--- config.mk ---
export PLATFORM = sky130hd
export DESIGN_NAME = timer_arbiter
export DESIGN_NICKNAME = d
export VERILOG_FILES = /design/src/rtl/timer_arb_pkg.sv /design/src/rtl/rr_picker.sv /design/src/rtl/timer_arbiter.sv
export SDC_FILE = /design/constraint.sdc
export NUM_CORES = 1
export LEC_CHECK = 0
export CORE_MARGIN = 2
export CORE_UTILIZATION = 35
export CTS_CLUSTER_DIAMETER = 80
export DETAILED_ROUTE_END_ITERATION = 6
export GPL_TIMING_DRIVEN = 0
export PLACE_DENSITY = 0.76
export RECOVER_POWER = 50
export SLEW_MARGIN = 20
export SYNTH_ARGS = -nofsm -noshare
export SYNTH_HDL_FRONTEND = slang
export SYNTH_SLANG_ARGS = --single-unit
--- constraint.sdc ---
create_clock -name clk -period 3.7 [get_ports clk]
set_clock_uncertainty 0.15 [all_clocks]
set_input_delay 0.74 -clock clk [delete_from_list [all_inputs] [get_ports clk]]
set_output_delay 0.74 -clock clk [all_outputs]
set_load 0.05 [all_outputs]
--- src/rtl/timer_arb_pkg.sv ---
// Shared definitions for the timer arbiter slice.
//   state_e        : arbiter FSM states (IDLE, RUN)
//   IDX_W / OH_W   : requester index width and one-hot width (up to 8 requesters)
//   uflow_pos()    : bit position of the underflow flag for a given magnitude width
//   onehot_to_idx(): encodes a one-hot (or zero) vector into a binary index
package timer_arb_pkg;

  typedef enum logic [0:0] {
    IDLE = 1'b0,
    RUN  = 1'b1
  } state_e;

  // Index and one-hot widths sized for the largest supported requester count.
  localparam int IDX_W = 3;
  localparam int OH_W  = 8;

  // The counter carries one extra bit above its magnitude; it only sets when
  // the count steps below zero, so it doubles as the underflow flag.
  function automatic int uflow_pos(input int width);
    return width;
  endfunction

  // OR-encoder: valid for one-hot inputs, returns 0 for an all-zero input.
  function automatic logic [IDX_W-1:0] onehot_to_idx(input logic [OH_W-1:0] oh);
    logic [IDX_W-1:0] idx;
    idx = {IDX_W{1'b0}};
    for (int i = 0; i < OH_W; i++) begin
      if (oh[i]) begin
        idx = idx | IDX_W'(i);
      end else begin
        idx = idx;
      end
    end
    return idx;
  endfunction

endpackage

--- src/rtl/rr_picker.sv ---
// Combinational round-robin picker.
//   req   : request vector, one bit per client
//   ptr   : index where the search starts (searching upward, wrapping)
//   valid : at least one request is pending
//   idx   : winning client index
module rr_picker
  import timer_arb_pkg::*;
#(
  parameter int NREQ = 4
) (
  input  logic [NREQ-1:0]  req,
  input  logic [IDX_W-1:0] ptr,
  output logic             valid,
  output logic [IDX_W-1:0] idx
);

  logic [NREQ-1:0]  rot_s;
  logic [NREQ-1:0]  lowest_s;
  logic [IDX_W-1:0] off_s;
  logic [IDX_W:0]   sum_s;

  // Rotate so the pointer position lands on bit 0, then isolate the lowest
  // set bit: that is the first requester at or after the pointer.
  always_comb begin
    rot_s    = NREQ'({req, req} >> ptr);
    lowest_s = rot_s & (~rot_s + NREQ'(1));
    off_s    = onehot_to_idx(OH_W'(lowest_s));
    valid    = |req;
  end

  // Undo the rotation: winner = (ptr + offset) mod NREQ.
  always_comb begin
    sum_s = {1'b0, ptr} + {1'b0, off_s};
    if (sum_s >= (IDX_W+1)'(NREQ)) begin
      idx = IDX_W'(sum_s - (IDX_W+1)'(NREQ));
    end else begin
      idx = sum_s[IDX_W-1:0];
    end
  end

endmodule

--- src/rtl/timer_arbiter.sv ---
// Shares one loadable down-counter between NREQ requesters. The counter is
// granted round-robin, loaded with the winner's length, counts down to
// underflow, then pulses the winner's done and returns to idle.
//   clk   : clock
//   rst   : synchronous active-high reset
//   req   : level request per client
//   len   : requested length per client, client i at [i*WIDTH +: WIDTH]
//   grant : one-hot owner of the counter, zero when idle
//   done  : one-cycle pulse to the owner when its interval expires
//   busy  : high while an interval is running
//   count : counter magnitude (without the underflow bit), zero when idle
module timer_arbiter
  import timer_arb_pkg::*;
#(
  parameter int NREQ  = 4,
  parameter int WIDTH = 8
) (
  input  logic                  clk,
  input  logic                  rst,
  input  logic [NREQ-1:0]       req,
  input  logic [NREQ*WIDTH-1:0] len,
  output logic [NREQ-1:0]       grant,
  output logic [NREQ-1:0]       done,
  output logic                  busy,
  output logic [WIDTH-1:0]      count
);

  localparam int UFLOW = uflow_pos(WIDTH);

  state_e           state_r, state_nx;
  logic [NREQ-1:0]  grant_r, grant_nx;
  logic [NREQ-1:0]  done_r, done_nx;
  logic             busy_r, busy_nx;
  logic [WIDTH:0]   counter_r, counter_nx;
  logic [IDX_W-1:0] ptr_r, ptr_nx;

  logic             pick_valid_s;
  logic [IDX_W-1:0] pick_idx_s;
  logic [NREQ-1:0]  pick_oh_s;
  logic [WIDTH-1:0] len_sel_s;
  logic [IDX_W-1:0] ptr_wrap_s;
  logic             owner_req_s;

  rr_picker #(
    .NREQ(NREQ)
  ) u_picker (
    .req   (req),
    .ptr   (ptr_r),
    .valid (pick_valid_s),
    .idx   (pick_idx_s)
  );

  // Decode the winner: one-hot grant, its length field, and the pointer
  // position just past it.
  always_comb begin
    pick_oh_s = {NREQ{1'b0}};
    len_sel_s = {WIDTH{1'b0}};
    for (int i = 0; i < NREQ; i++) begin
      if (pick_idx_s == IDX_W'(i)) begin
        pick_oh_s[i] = 1'b1;
        len_sel_s    = len[i*WIDTH +: WIDTH];
      end else begin
        pick_oh_s[i] = 1'b0;
      end
    end
    if (pick_idx_s == IDX_W'(NREQ-1)) begin
      ptr_wrap_s = {IDX_W{1'b0}};
    end else begin
      ptr_wrap_s = pick_idx_s + IDX_W'(1);
    end
  end

  // The owner still wants the counter while its req bit stays high.
  always_comb begin
    owner_req_s = |(req & grant_r);
  end

  // Next-state and next-output logic. The abort test precedes the underflow
  // test so a dropped request never produces a done pulse.
  always_comb begin
    state_nx   = state_r;
    grant_nx   = grant_r;
    done_nx    = {NREQ{1'b0}};
    counter_nx = counter_r;
    ptr_nx     = ptr_r;
    case (state_r)
      IDLE: begin
        if (pick_valid_s) begin
          state_nx   = RUN;
          grant_nx   = pick_oh_s;
          counter_nx = {1'b0, len_sel_s};
          ptr_nx     = ptr_wrap_s;
        end else begin
          grant_nx   = {NREQ{1'b0}};
          counter_nx = {(WIDTH+1){1'b0}};
        end
      end
      RUN: begin
        if (!owner_req_s) begin
          state_nx   = IDLE;
          grant_nx   = {NREQ{1'b0}};
          counter_nx = {(WIDTH+1){1'b0}};
        end else if (counter_r[UFLOW]) begin
          state_nx   = IDLE;
          done_nx    = grant_r;
          grant_nx   = {NREQ{1'b0}};
          counter_nx = {(WIDTH+1){1'b0}};
        end else begin
          counter_nx = counter_r - (WIDTH+1)'(1);
        end
      end
      default: begin
        state_nx   = IDLE;
        grant_nx   = {NREQ{1'b0}};
        counter_nx = {(WIDTH+1){1'b0}};
      end
    endcase
    busy_nx = (state_nx == RUN);
  end

  // State and output registers with synchronous reset.
  always_ff @(posedge clk) begin
    if (rst) begin
      state_r   <= IDLE;
      grant_r   <= {NREQ{1'b0}};
      done_r    <= {NREQ{1'b0}};
      busy_r    <= 1'b0;
      counter_r <= {(WIDTH+1){1'b0}};
      ptr_r     <= {IDX_W{1'b0}};
    end else begin
      state_r   <= state_nx;
      grant_r   <= grant_nx;
      done_r    <= done_nx;
      busy_r    <= busy_nx;
      counter_r <= counter_nx;
      ptr_r     <= ptr_nx;
    end
  end

  assign grant = grant_r;
  assign done  = done_r;
  assign busy  = busy_r;
  assign count = counter_r[WIDTH-1:0];

endmodule

# After elaboration in Yosys (flattened, before gate mapping)
# Index checks and enable logic that the tools add are counted.
[totals]
reg_bits = 21
in_bits = 38
[classes]
n_addsub = 5
n_lt_le_gt_ge = 1
n_eq_ne = 4
shifts = 1
mux = 25
n_bitwise = 6
n_reduce_logical = 5
[ops]
columns = ["op", "count"]
rows = [
  ["8-bit two-way mux", 5],
  ["9-bit two-way mux", 2],
  ["9-bit case mux with 2 select lines", 1],
  ["4-bit two-way mux", 3],
  ["4-bit OR reduction", 3],
  ["9-bit by 1-bit subtractor with 9-bit output, second input constant", 1],
  ["4-bit bitwise AND", 2],
  ["1-bit two-way mux", 8],
  ["4-bit case mux with 2 select lines", 1],
  ["8-bit by 3-bit >> shifter with 4-bit output", 1],
  ["3-bit by 2-bit equality test with 1-bit output, second input constant", 2],
  ["3-bit two-way mux", 2],
  ["3-bit by 2-bit adder with 4-bit output", 1],
  ["4-bit by 1-bit adder with 4-bit output, second input constant", 1],
  ["4-bit by 3-bit greater-or-equal comparator with 1-bit output, second input constant", 1],
  ["2-bit two-way mux", 2],
  ["4-bit NOT", 1],
  ["3-bit by 1-bit adder with 3-bit output, second input constant", 1],
  ["3-bit by 1-bit equality test with 1-bit output, second input constant", 1],
  ["3-bit logical NOT", 1],
  ["3-bit != test, second input constant", 1],
  ["1-bit NOT", 3],
  ["3-bit subtractor, second input constant", 1],
  ["1-bit case mux with 2 select lines", 1],
  ["2-bit AND reduction", 1],
]

# Depth between registers and ports, before layout
# Gate-level depths: netlist of the first run.
[logic_depth]
word_depth = 17
mapped_depth = 15

# By module
# From an unflattened synthesis of the first run, not the netlist that was laid out.
[unflattened]
hier_cells = 160
area_unflattened_um2 = 1415.1
[modules_own_cells]
columns = ["module", "n_inst", "cells_each", "area_each_um2"]
rows = [
  ["timer_arbiter", 1, 129, 1204.9],
  ["rr_picker", 1, 31, 210.2],
]

# Worst setup path before layout of the first run
# Ideal clock, no wire load.
[synth_timing]
kind = "in2reg"
startpoint = "input req[3]"
endpoint = "register counter_r[7]"
setup_ns = 0.132
arrival_time_ns = 3.126
required_ns = 3.418
setup_slack_ns = 0.292
path_stages = 14
path_buffers = 1
path_cell_list = "mux2_2 -> o21ai_0 -> nand3_1 -> o21ai_0 -> ha_1 -> inv_1 -> fa_1 -> inv_1 -> ha_1 -> or2_0 -> clkbuf_1 -> a221o_1 -> o221ai_1 -> o32ai_2"
[synth_via]
elab_chain_cells = 17
word_cells_on_any_way = 25
cone_classes = "add/sub: 3; order compare: 1; eq/ne: 3; shift: 1; mux: 11; bitwise: 3; reduce/logical: 3"
[synth_lines]
columns = ["element", "line", "source"]
rows = [
  ["start, declared", "timer_arbiter.sv:20", "input logic [NREQ-1:0] req,"],
  ["8-bit by 3-bit >> shifter with 4-bit output", "rr_picker.sv:25", "rot_s = NREQ'({req, req} >> ptr);"],
  ["4-bit NOT", "rr_picker.sv:26", "lowest_s = rot_s & (~rot_s + NREQ'(1));"],
  ["4-bit by 1-bit adder with 4-bit output", "rr_picker.sv:26", ""],
  ["4-bit bitwise AND", "rr_picker.sv:26", ""],
  ["1-bit two-way mux", "timer_arb_pkg.sv:28", "if (oh[i]) begin"],
  ["2-bit two-way mux (2 in a row)", "timer_arb_pkg.sv:28", ""],
  ["3-bit by 2-bit adder with 4-bit output", "rr_picker.sv:33", "sum_s = {1'b0, ptr} + {1'b0, off_s};"],
  ["4-bit by 3-bit greater-or-equal comparator with 1-bit output or 3-bit subtractor (tied branches)", "rr_picker.sv:34, rr_picker.sv:35", ""],
  ["3-bit two-way mux", "rr_picker.sv:34", "if (sum_s >= (IDX_W+1)'(NREQ)) begin"],
  ["3-bit logical NOT", "timer_arbiter.sv:59", "if (pick_idx_s == IDX_W'(i)) begin"],
  ["8-bit two-way mux (4 in a row)", "timer_arbiter.sv:59", ""],
  ["8-bit two-way mux", "timer_arbiter.sv:88", "if (pick_valid_s) begin"],
  ["9-bit case mux with 2 select lines *", "timer_arbiter.sv:86", "case (state_r)"],
  ["end signal, assigned", "timer_arbiter.sv:128", "counter_r <= {(WIDTH+1){1'b0}};"],
  ["end signal, assigned", "timer_arbiter.sv:135", "counter_r <= counter_nx;"],
  ["end, declared", "timer_arbiter.sv:34", "logic [WIDTH:0] counter_r, counter_nx;"],
]
# Mark *: on every way between the ends. The rest lies on a longest branch, timed or not.
# A chain may end at the register's enable or synchronous reset.

# Worst setup path after layout of the first run
[layout_timing]
startpoint = "input req[3]"
endpoint = "register counter_r[6]"
# The elaborated chain is that of the path after synthesis.

==> flow_summary.toml, run 1 <==
[synthesis]
yosysUniqueCellTypes = 40
synth-simple-area-share_pct = 18.2
yosysSeqAreaShare_pct = 30.7
yosys_warnings = 0
synth_fp_nets = 199
synth.cell_area_um2 = 1370
async_reset_ff_share_pct = 0
synth_compound_area_share_pct = 26.5
syn_inst = 153
synth_top_family_by_area = "compound AO/OA/AOI/OAI gates"
muxShareOfSynthArea_pct = 3.93
synth_top_flop_cell = "dfxtp_1"
syn_avg_cell_area_um2 = 8.95
synth_edf_count = 0
ys_seq_elements = 21
synth-xor-area-share_pct = 3.84
synthAdderAreaFrac_pct = 7.85

[timing]
setup_viol = 0
setup_ws_ns = 0.129
hold_viol = 0
worst_pin_slew_ns = 0.510
maxSlewHeadroom_pct = 65.9
final.min_clock_period_ns = 3.57
fin_crit_sh_pct = 96.5
slew_violations = 0
whs_ns = 0.364
max_freq_mhz = 280
rsz0062_at_grt = "true"

[clock_network]
cts_tree = "built"
numCtsBuffers = 3
htreeDepth = 1
cts-root-buf = "clkbuf_8"
cts_sinks = 21
clk_path_buf_depth = 2
clk_pin_slew_ns = 0.08
insertion_delay_ns = 0.26
hold_buffers = 0

[setup_path]
crit_required_ns = 3.71
path_max_fanout = 10
r2r_cells = 15
startpoint = "req[3]"
crit_end = "counter_r[6]"
endpoint_kind = "flop"
crit_path_start_kind = "input port"
crit-reg2reg-launch = "ptr_r[0]"
worst_r2r_endpoint = "counter_r[6]"
criticalPathCategory = "in -> reg"
regToRegSetupSlack_ns = 0.29
crit_arrival_ns = 3.58

[floorplan]
die_y_um = 66.6
core_um2 = 3720
die_x_um = 66.6
ioPinCount = 55
die_area_um2 = 4430
start_util_pct = 36.9
rows = 22

[grt]
track_usage_pct = 16.6
grt_pass1_vias = 1261
antenna_found_initial = 0
grt_max_degree = 14
grt_pass1_wl_um = 5780
grt.overflow.total = 0

[routing]
routed_wl_um = 3620
route.detailed.drc = 0
vias = 1330
routedWlPerCell_um = 14.0
drt_iter0_markers = 44
ant_nets = 0
dr.pass1.iters = 4
routed_via_density = 5.16

[finish]
finalNetCount = 257
final_core_util_pct = 55.5
drive_gt1_share_pct = 18.6
final_common_cell = "clkdlybuf4s50_1"
layout_common_cells = "38 x clkdlybuf4s50_1, 21 x dfxtp_1, 12 x buf_4"
diodes = 0
final-instance-count-excl-fill = 258
syn_to_final_growth_pct = 50.4

[outcome]
status = "finished clean"

[placed_design]
pre_cts_slack_ns = -0.612
hpwl_um = 2850
io_buffer_count = 53
place_congestion = 0.783
dp_cells = 254

[power]
intPower_mw = 0.932
powerDensity_nw_per_um2 = 831
power_leakage_nw = 0.795
p_sw_share_pct = 45.5
peakVddDrop_mv = 0.377
p_clk_share_pct = 8.9
p_switching_mw = 0.779
total_power_mw = 1.71
pwr-share-seq_pct = 19.2
combPwrFrac_pct = 71.8

[min_path]
hold_class = "reg -> reg"

[job]
maxCapViolations = 0
## registers in the layout (all words and copies together) (netlist names)
signal	flops
counter_r	9
grant	4
ptr_r	3
busy	1
done	4
## how the worst min path moves through the flow
stage	startpoint	endpoint	slack [ns]	depth (start not counted)
finish	grant[3]	done[3]	0.36	1
global route	grant[3]	done[3]	0.39	1
CTS	ptr_r[2]	ptr_r[2]	0.37	2
detailed placement	ptr_r[2]	ptr_r[2]	0.35	2
global placement	ptr_r[2]	ptr_r[2]	0.34	2
floorplan	ptr_r[2]	ptr_r[2]	0.31	2
## area by class of cell
cell class                 count  area [um2]
multi-input combinational    108         873
buffer                        14        95.1
inverter                       9        33.8
tap                           48        60.1
sequential                    21         420
timing repair buffer          54         529
clock inverter                 1        7.51
clock buffer                   3        41.3
fill                         352        1660
## worst max-delay path, stage by stage
cell	delay, ns
dlygate4sd2_1	0.28
mux2_4	0.28
o21ai_1	0.12
nand3_1	0.08
o21ai_1	0.09
ha_2	0.20
inv_1	0.05
fa_2	0.46
ha_1	0.21
buf_4	0.18
nor2b_1	0.12
buf_4	0.18
a221o_1	0.14
o221ai_1	0.12
o32ai_1	0.32
## synthesized netlist by cell type (all sizes together) (3+ instances only)
cell    instances  area share (%)
o32ai           3             2.5
xor2            3             1.9
dfxtp          21              31
o21ai           4             1.5
nor3            3             1.1
o32a            3             2.2
or3             4             1.8
a221o           3             2.2
inv             9             2.5
o221ai          3             1.9
a21oi           7             2.6
a22oi           6             3.3
o22ai           5             2.3
a211oi          3             2.0
clkbuf          4             1.1
nand2b          3             1.4
ha              7             6.4
nand2           7             2.1
xnor2           3             1.9
buf            11             5.5
a221oi          5             3.2
mux2            3             2.5
and2            5             2.3
nor2           11             3.0
## power groups by stage
stage / logic, mW / registers [mW] / clock network [mW]
floorplan: 0.800 / 0.373 / 0
global placement: 1.11 / 0.334 / 0
detailed placement: 1.12 / 0.335 / 0
CTS: 1.20 / 0.330 / 0.157
global route: 1.34 / 0.338 / 0.169
finish: 1.23 / 0.329 / 0.153
## through the flow
| step | instance area [um2] | TNS [ns] |
|---|---|---|
| 2_1_floorplan | 1370 | 0 |
| 3_3_place_gp | 1960 | -4.18 |
| 3_5_place_dp | 1960 | -4.59 |
| 4_1_cts | 2040 | 0 |
| 5_1_grt | 2060 | -0.0546 |
| 6_report | 2060 | 0 |
## logic make-up (layout without fill, tap and decap cells)
group / after synthesis / count (layout)
multiplexers: 5 / 5
AND/OR/NAND/NOR: 43 / 43
AO/OA/AOI/OAI: 46 / 46
flip-flops: 21 / 21
XOR/XNOR: 6 / 6
buffers and inverters: 24 / 81
adder cells (fa/ha/maj): 8 / 8
## what timing repair did
item	in CTS	in global routing
pin swaps	3	2
hold endpoints to repair	0	0
buffers inserted	1	0
endpoints found under the setup margin	8	8
resized for setup	17	9
## metal layers
layer | GRT usage (%) | up-vias | part of all wire (%)
met4 | 4.59 | 0 | 1.2
li1 | - | 676 | -
met3 | 1.86 | 4 | 2.5
met2 | 28.7 | 21 | 51
met5 | 0 | - | 0
met1 | 21.8 | 629 | 45
No activity file was read; power rests on OpenSTA's default activity.
==> inputs of run 2 (changes only) <==
- HOLD_SLACK_MARGIN: not set -> 0.05
==> results of run 2 <==
Same layout as run 1: the final DEF is identical, and so are final timing and power.
